===== src/rtl/multicycle_ctrl.sv =====
// Main control FSM for the multicycle RV32I datapath, including the memory handshake timeout.
// Optional build macro ILLEGAL_INSTR_TRAP_EN: unknown opcodes and bad branch funct3 trap instead of acting as NOPs.
module multicycle_ctrl #(
    parameter int MAX_WAIT = 255
) (
    input  logic       clk,
    input  logic       rst_n,
    input  logic [6:0] opcode,
    input  logic [2:0] funct3,
    input  logic       zero,
    input  logic       lt,
    input  logic       ltu,
    input  logic       mem_ready,
    output logic       mem_req,
    output logic       mem_we,
    output logic       adr_src,
    output logic       ir_write,
    output logic       pc_write,
    output logic       reg_write,
    output logic [1:0] result_src,
    output logic [1:0] alu_src_a,
    output logic [1:0] alu_src_b,
    output logic [1:0] alu_op,
    output logic [2:0] imm_src,
    output logic       instr_retired,
    output logic       bus_err,
    output logic       illegal_instr
);
    // Handshake: mem_req is held high until mem_ready is sampled high; the
    // access completes in that same cycle and the FSM advances on that edge.

    localparam logic [6:0] OP_LOAD  = 7'b0000011;
    localparam logic [6:0] OP_STORE = 7'b0100011;
    localparam logic [6:0] OP_IMM   = 7'b0010011;
    localparam logic [6:0] OP_REG   = 7'b0110011;
    localparam logic [6:0] OP_BR    = 7'b1100011;
    localparam logic [6:0] OP_JAL   = 7'b1101111;
    localparam logic [6:0] OP_JALR  = 7'b1100111;
    localparam logic [6:0] OP_LUI   = 7'b0110111;
    localparam logic [6:0] OP_AUIPC = 7'b0010111;
    localparam logic [6:0] OP_SYS   = 7'b1110011;

    localparam logic [7:0] WAIT_LAST = 8'(MAX_WAIT - 1);

    typedef enum logic [4:0] {
        S_RST, S_FETCH, S_DECODE, S_MEMADR, S_MEMRD, S_MEMWB, S_MEMWR,
        S_EXEC_R, S_EXEC_I, S_ALU_WB, S_BRANCH, S_JAL, S_JALR, S_JALR_LINK,
        S_LUI, S_HALT, S_TRAP
    } state_t;

    state_t     state_q, state_d;
    logic [7:0] wait_cnt_q, wait_cnt_d;
    logic       bus_err_q, bus_err_d;
    logic [2:0] imm_fmt;
    logic       br_taken;
    logic       br_bad;

    always_comb begin
        imm_fmt = 3'b000;
        case (opcode)
            OP_STORE:          imm_fmt = 3'b001;
            OP_BR:             imm_fmt = 3'b010;
            OP_JAL:            imm_fmt = 3'b011;
            OP_LUI, OP_AUIPC:  imm_fmt = 3'b100;
            OP_SYS:            imm_fmt = 3'b101;
            default:           imm_fmt = 3'b000;
        endcase
    end

    always_comb begin
        br_taken = 1'b0;
        br_bad   = 1'b0;
        case (funct3)
            3'b000:  br_taken = zero;
            3'b001:  br_taken = !zero;
            3'b100:  br_taken = lt;
            3'b101:  br_taken = !lt;
            3'b110:  br_taken = ltu;
            3'b111:  br_taken = !ltu;
            default: br_bad   = 1'b1;
        endcase
    end

    always_comb begin
        state_d       = state_q;
        bus_err_d     = bus_err_q;
        mem_req       = 1'b0;
        mem_we        = 1'b0;
        adr_src       = 1'b0;
        ir_write      = 1'b0;
        pc_write      = 1'b0;
        reg_write     = 1'b0;
        result_src    = 2'b00;
        alu_src_a     = 2'b00;
        alu_src_b     = 2'b00;
        alu_op        = 2'b00;
        imm_src       = imm_fmt;
        instr_retired = 1'b0;

        case (state_q)
            S_RST: begin
                imm_src = 3'b000;
                state_d = S_FETCH;
            end
            S_FETCH: begin
                mem_req    = 1'b1;
                alu_src_b  = 2'b10;
                result_src = 2'b10;
                if (mem_ready) begin
                    ir_write = 1'b1;
                    pc_write = 1'b1;
                    state_d  = S_DECODE;
                end
            end
            S_DECODE: begin
                alu_src_a = 2'b01;
                alu_src_b = 2'b01;
                case (opcode)
                    OP_LOAD, OP_STORE: state_d = S_MEMADR;
                    OP_REG:            state_d = S_EXEC_R;
                    OP_IMM:            state_d = S_EXEC_I;
                    OP_BR:             state_d = S_BRANCH;
                    OP_JAL:            state_d = S_JAL;
                    OP_JALR:           state_d = S_JALR;
                    OP_LUI:            state_d = S_LUI;
                    OP_AUIPC:          state_d = S_ALU_WB;
`ifdef ILLEGAL_INSTR_TRAP_EN
                    default:           state_d = S_TRAP;
`else
                    default:           state_d = S_FETCH;
`endif
                endcase
            end
            S_MEMADR: begin
                alu_src_a = 2'b10;
                alu_src_b = 2'b01;
                state_d   = (opcode == OP_STORE) ? S_MEMWR : S_MEMRD;
            end
            S_MEMRD: begin
                adr_src = 1'b1;
                mem_req = 1'b1;
                if (mem_ready) state_d = S_MEMWB;
            end
            S_MEMWB: begin
                result_src    = 2'b01;
                reg_write     = 1'b1;
                instr_retired = 1'b1;
                state_d       = S_FETCH;
            end
            S_MEMWR: begin
                adr_src = 1'b1;
                mem_req = 1'b1;
                mem_we  = 1'b1;
                if (mem_ready) begin
                    instr_retired = 1'b1;
                    state_d       = S_FETCH;
                end
            end
            S_EXEC_R: begin
                alu_src_a = 2'b10;
                alu_op    = 2'b10;
                state_d   = S_ALU_WB;
            end
            S_EXEC_I: begin
                alu_src_a = 2'b10;
                alu_src_b = 2'b01;
                alu_op    = 2'b10;
                state_d   = S_ALU_WB;
            end
            S_ALU_WB: begin
                reg_write     = 1'b1;
                instr_retired = 1'b1;
                state_d       = S_FETCH;
            end
            S_BRANCH: begin
                alu_src_a = 2'b10;
                alu_op    = 2'b01;
`ifdef ILLEGAL_INSTR_TRAP_EN
                if (br_bad) begin
                    state_d = S_TRAP;
                end else begin
                    pc_write      = br_taken;
                    instr_retired = 1'b1;
                    state_d       = S_FETCH;
                end
`else
                // Reserved funct3 values fall through as a not-taken branch.
                pc_write      = br_taken && !br_bad;
                instr_retired = 1'b1;
                state_d       = S_FETCH;
`endif
            end
            S_JAL: begin
                pc_write  = 1'b1;
                alu_src_a = 2'b01;
                alu_src_b = 2'b10;
                state_d   = S_ALU_WB;
            end
            S_JALR: begin
                alu_src_a  = 2'b10;
                alu_src_b  = 2'b01;
                result_src = 2'b10;
                pc_write   = 1'b1;
                state_d    = S_JALR_LINK;
            end
            S_JALR_LINK: begin
                alu_src_a = 2'b01;
                alu_src_b = 2'b10;
                state_d   = S_ALU_WB;
            end
            S_LUI: begin
                alu_src_a = 2'b11;
                alu_src_b = 2'b01;
                state_d   = S_ALU_WB;
            end
            default: begin
                // HALT and TRAP are terminal until reset.
                imm_src = 3'b000;
            end
        endcase

        if (mem_req && !mem_ready && wait_cnt_q == WAIT_LAST) begin
            state_d   = S_HALT;
            bus_err_d = 1'b1;
        end

        wait_cnt_d = (mem_req && !mem_ready && state_d == state_q) ? wait_cnt_q + 8'd1 : 8'd0;
    end

`ifdef ILLEGAL_INSTR_TRAP_EN
    logic illegal_q, illegal_d;

    always_comb begin
        illegal_d = illegal_q || (state_d == S_TRAP);
    end

    always_ff @(posedge clk or negedge rst_n) begin
        if (!rst_n) illegal_q <= 1'b0;
        else        illegal_q <= illegal_d;
    end

    assign illegal_instr = illegal_q;
`else
    assign illegal_instr = 1'b0;
`endif

    always_ff @(posedge clk or negedge rst_n) begin
        if (!rst_n) begin
            state_q    <= S_RST;
            wait_cnt_q <= 8'd0;
            bus_err_q  <= 1'b0;
        end else begin
            state_q    <= state_d;
            wait_cnt_q <= wait_cnt_d;
            bus_err_q  <= bus_err_d;
        end
    end

    assign bus_err = bus_err_q;

endmodule


===== config.mk =====
export PLATFORM = sky130hd
export DESIGN_NAME = multicycle_ctrl
export DESIGN_NICKNAME = d
export VERILOG_FILES = /design/src/rtl/multicycle_ctrl.sv
export SDC_FILE = /design/constraint.sdc
export NUM_CORES = 1
export LEC_CHECK = 0
export CAP_MARGIN = 20
export CORE_MARGIN = 2
export CORE_UTILIZATION = 44
export DETAILED_ROUTE_END_ITERATION = 6
export PLACE_DENSITY = 0.73
export SLEW_MARGIN = 20
export SYNTH_ARGS = -nofsm -noshare
export SYNTH_HDL_FRONTEND = slang
export SYNTH_SLANG_ARGS = --single-unit

===== constraint.sdc =====
create_clock -name clk -period 2.1 [get_ports clk]
set_input_delay 0.42 -clock clk [delete_from_list [all_inputs] [get_ports clk]]
set_output_delay 0.42 -clock clk [all_outputs]
set_load 0.05 [all_outputs]

# Word-level counts from Yosys, hierarchy flattened
# Index checks and enable logic that the tools add are counted.
dict set report classes {
  add_sub_neg 1
  mul 0
  n_div 0
  order_cmp 0
  n_eq_ne 31
  shifts 0
  muxes 23
  n_bitwise 0
  reduce_logical 27
}
# op count
set op_table {}
lappend op_table {{$pmux W5 S8} 1}
lappend op_table {{$eq A5 B4 Y1 const B} 7}
lappend op_table {{$pmux W4 S8} 1}
lappend op_table {{$eq A7 B7 Y1 const B} 4}
lappend op_table {{$eq A7 B6 Y1 const B} 3}
lappend op_table {{$eq A5 B3 Y1 const B} 4}
lappend op_table {{$mux W5} 4}
lappend op_table {{$pmux W3 S5} 1}
lappend op_table {{$reduce_or A5 Y1} 3}
lappend op_table {{$eq A7 B5 Y1 const B} 2}
lappend op_table {{$reduce_or A14 Y1} 1}
lappend op_table {{$reduce_or A2 Y1} 7}
lappend op_table {{$eq A3 B3 Y1 const B} 4}
lappend op_table {{$pmux W2 S2} 3}
lappend op_table {{$reduce_or A3 Y1} 4}
lappend op_table {{$eq A5 B2 Y1 const B} 2}
lappend op_table {{$add A8 B1 Y8 const B} 1}
lappend op_table {{$eq A8 B8 Y1 const B} 1}
lappend op_table {{$mux W8} 1}
lappend op_table {{$eq A7 B2 Y1 const B} 1}
lappend op_table {{$mux W1} 6}
lappend op_table {{$pmux W1 S6} 1}
lappend op_table {{$pmux W2 S3} 1}
lappend op_table {{$reduce_or A6 Y1} 1}
lappend op_table {{12 further kinds} 18}
dict set report totals {
  reg_bits 14
  latch_bits 0
  mem_bits_rw 0
  rom_bits 0
  output_inout_bits 20
  wordCells 85
  n_memories 0
}

# Longest topological paths before layout
dict set report logic_depth {
  ltp_word 9
  depth_mapped 7
}

# Worst setup path after synthesis
# OpenSTA, ideal clock, no wires.
dict set report synth_timing {
  kind {reg-to-output}
  start {register state_q[4]}
  end {output port alu_op[0]}
  t_arrival_ps 2253
  t_required_ps 1680
  path_slack_ps -573
  stages_incl_launch_ff 4
  path_cell_list {dfrtp_1 > buf_2 > buf_1 > nor4_1}
}
dict set report synth_between {
  elab_chain_len 3
  word_cells_on_any_way 5
  classes_between {3 x eq/ne; 1 x mux; 1 x reduce/logical}
}
# element line_no
set synth_rtl {}
lappend synth_rtl {{start: declaration} 51} ;# state_t state_q, state_d;
lappend synth_rtl {{start signal: assignment} 253} ;# state_q <= state_d;
lappend synth_rtl {{$eq A5 B4 Y1 / $eq A5 B3 Y1 (equally long branches)} 100} ;# case (state_q)
lappend synth_rtl {{$reduce_or A2 Y1 (no line)} --}
lappend synth_rtl {{$pmux W2 S2 *} 100}
lappend synth_rtl {{end: declaration} 23} ;# output logic [1:0] alu_op,
# Every way passes the cells marked *; elsewhere a longest branch is shown, timed or not.

# Final worst setup path
dict set report layout_timing {
  start {input port opcode[6]}
  end {output port imm_src[0]}
}
dict set report layout_between {
  elab_chain_len 4
  word_cells_on_any_way 9
  classes_between {6 x eq/ne; 2 x mux; 1 x reduce/logical}
}
# element line_no
set layout_rtl {}
lappend layout_rtl {{start: declaration} 8} ;# input logic [6:0] opcode,
lappend layout_rtl {{$eq A7 B5 Y1 / $eq A7 B6 Y1 (equally long branches)} 60} ;# case (opcode)
lappend layout_rtl {{$reduce_or A2 Y1} 60}
lappend layout_rtl {{$pmux W3 S5 *} 60}
lappend layout_rtl {{$mux W3 *} 100}
lappend layout_rtl {{end: declaration} 24} ;# output logic [2:0] imm_src,
# Marks and branches as above.

==> results.txt <==
* Hold_buf cts: 0
* Static Leakage: 0.00114 uW
* Final setup fails: 26
- Final antenna diode count: 0
- The critical path starts at opcode[6].
- Number of distinct library cell variants in the gate-level netlist after synthesis: 51
- CP max FO: 4
- Worst r2r src: state_q[2]
- For the worst-skew pair, the clock arrives at the later sink with an insertion delay of between 0.2 and 0.3 ns.
- Type of destination of the critical path: primary output
- The number of nets handed over by synthesis was around 190.
- Once detail routing completed, the nets flagged for antenna violations numbered 0.
- The biggest area contributor in the post-synthesis netlist is dfrtp_1.
* Commonest non-fill, non-tap cell in the layout: buf_4
- Summing internal, switching and leakage power gives between 600 and 700 uW.
* Leading cell types by total area after synthesis: dfrtp_1, xor2_1, a2111oi_1
- Dividing the detail-routed via count by the number of cells gives 6.94.
* Fraction of layout cells with a size suffix above 1: 0.536
- Routed length on met2: around 3.7 mm
- Height of the chip: 60.0 um
- Net count, final: 280
- The area growth from synthesis to layout is 109%.
- Entering global routing, the biggest net connects 17 pins.
- Drt total wl: just under 8 mm
- Count of pins over their slew limit: 0
- Initial Utilization: 0.459
- Derived from the worst setup path, the maximum achievable clock frequency is 400 MHz.
* Final hold vios: 0
- Post-Route Skew: 0.00284 ns
* Total of buffers placed on input and output ports: 34
- Cell count after synthesis: around 170
- The detailed router finished its first iteration with ~190 violations.
- Result of the run: finished, violations left
- For this design the ratio of total power to cell area is 210 nW/um^2.
- Die Width: 60.0 um
* Routability Congestion: 0.942
* Logic gate share of total power: 0.201
- At the worst endpoint, the required time is approximately 1.7 ns.
- After global routing the overflow that remains totals 0.
- Syn avg cell area: 8.06 um^2
- Min setup slack post-route: -0.400 ns
* Switching share of power: 0.288
- Excluding fillers, the count of instances in the completed layout stands at roughly 300.
- Syn Std Cell Area: ~1400 um^2
- The number of antenna violations at the first check in global routing was 0.
- Worst min-delay path category: input pin to async pin
- In this run the standard cell core region covers about 3000 um^2.
- Post-DP HPWL: 3.51 mm
- Met3 WL post-DR: between 600 and 700 um
* Share of power burned in the clock network: 0.350
- The share of total power dissipated in sequential elements is 0.450.
- Number of enable-type register cells in the synthesized netlist: 0
- IO Pins: 36
- First-pass GRT wire length: just under 10 mm
- The number of clock buffers added by TritonCTS is 3.
- Die ar.: around 3600 um^2
- Number of standard-cell rows in the floorplan: 20
* Clk pin slew, worst setup/hold paths: about 0.10 ns
- CTS Root Buffer Type: clkbuf_4
- In the layout the commonest cells are buf_4, buf_12, buf_6, dfrtp_1, clkdlybuf4s50_1.
- For this run, the number of Yosys warnings is 0.
- Sequential fraction of the synthesis area: 0.254
- In the final routing, the length of wire on met1 measures roughly 2.8 mm.
* Final worst path period share: 1.19
- Counting the fill cells in the layout gives between 60 and 70.
- Counting flops with an async set or reset pin after synthesis yields a share of 1.00.
- Of the post-synthesis cell area, the dominant cell type holds 0.254.
* Actual slew at the worst max-slew pin: slightly above 0.7 ns
- Clock Sink Count: 14
- H-tree level count: 1
* TritonCTS clock tree: yes
* Number of global-route vias before repair: between 1,500 and 2,000
- Total global routing track utilization: 0.371
- The internal portion of the total power is 430 uW.
* Relative slew slack: 0.529
* Vias after detailed routing: between 2,000 and 2,500
- Once placement completed, the tool counted placed cells totaling about 270.
- Minimum period implied by the final worst setup slack: 2.50 ns
* Violations in the final reports: setup timing
- Before antenna repair, the detailed router went through 5 iterations.
* Drc violations: 0
- WP data arrival: between 2 and 2.5 ns
- For this design the total switching power over the nets is between 150 and 200 uW.
- Setup repair after global routing could not meet its margin everywhere.
- Top metal layer carrying routed signals: met4
- After detailed placement, the total cell area comes to approximately 2300 um^2.
* Worst setup path category: input pin to primary output
* FF+latch area: 353 um^2
* Final design instance area without fill: around 2900 um^2
- Register bit total from synthesis: 14
- Mean routed wirelength per cell: about 27 um
* Most common flop cell mapped by yosys: dfrtp_1
* Worst setup timing slack at the placement stage: -0.519 ns
- In this run the deepest clock path goes through 2 buffers.
* Startpoint type of the worst setup path: input pin
- Worst vdd ir: between 400 and 500 uV
- Max-cap violations in this run came to 0.
- Combined area of the multi-input logic cells: 1310 um^2
-- power by group through the flow --
stage	Sequential, uW	Clock (uW)	Combinational, uW
after floorplan	280	0	35.4
after global placement	276	0	101
after detailed placement	276	0	105
after CTS	271	199	103
after global routing	271	219	123
final	271	211	121
-- kinds of logic after synthesis --
kind of cell / synth area share
muxes: 0.0227
buffers and inverters: 0.0608
DFF: 0.254
AOI/OAI and AO/OA: 0.283
other: 0.00272
xor gates and xnor gates: 0.0699
adders and majority gates: 0.0182
and+or+nand+nor: 0.288
-- state kept, by name, indices dropped and copies added, names as in the netlist --
| name | flops |
|---|---|
| bus_err | 1 |
| state_q | 5 |
| wait_cnt_q | 8 |
-- metal layers --
metal  up-vias  GRT usage
met2       189      0.671
li1        810          -
met4         0      0.124
met3        76     0.0476
met1       965      0.447
met5         -          0
-- final timing paths --
path	to	slack, ns	cells past startpoint
worst max-delay path	imm_src[0]	-0.40	7
worst min-delay path	wait_cnt_q[7]	0.54	1
worst max register to register	wait_cnt_q[2]	-0.25	5
worst min register to register	bus_err	0.57	1
max in group asynchronous	state_q[0]	1.07	1
min in group clk	bus_err	0.57	1
-- cell usage after synthesis (5+ instances only) --
library cell	instances
a2111oi_1	7
a21oi_1	10
clkbuf_1	6
dfrtp_1	14
nand2_1	13
nand2b_1	9
nand3_1	6
nor2_1	17
nor2b_1	5
nor3_1	5
o21ai_0	9
xor2_1	9
-- per-stage QoR --
step | hold WS (ns) | util | TNS, ns
finish | 0.541 | 0.958 | -4.75
global route | 0.583 | 0.958 | -5.28
CTS | 0.511 | 0.904 | -2.08
detailed placement | 0.490 | 0.767 | -4.99
global placement | 0.450 | 0.767 | -4.20
floorplan | 0.124 | - | -0.332
-- final cells by class --
| cell class | count | area share |
|---|---|---|
| multi-input combinational | 139 | 0.456 |
| clock buffer | 4 | 0.0126 |
| tap | 33 | 0.0143 |
| timing repair buffer | 99 | 0.387 |
| sequential | 14 | 0.123 |
| inverter | 5 | 0.00826 |
-- critical path, cell delays in order --
cell and delay (ns):
dlygate4sd2_1 0.30, buf_4 0.18, nor2b_1 0.18, nor4_1 0.43
a21oi_1 0.15, nor3_4 0.23, buf_12 0.17
-- what timing repair did --
item / 4_1_cts / 5_1_grt
buffers inserted: 13 / 3
gates resized for setup: 51 / 30
setup endpoints to repair: 23 / 28
pin swaps: 16 / 13
Note: power is estimated with default switching activity, not from simulation.
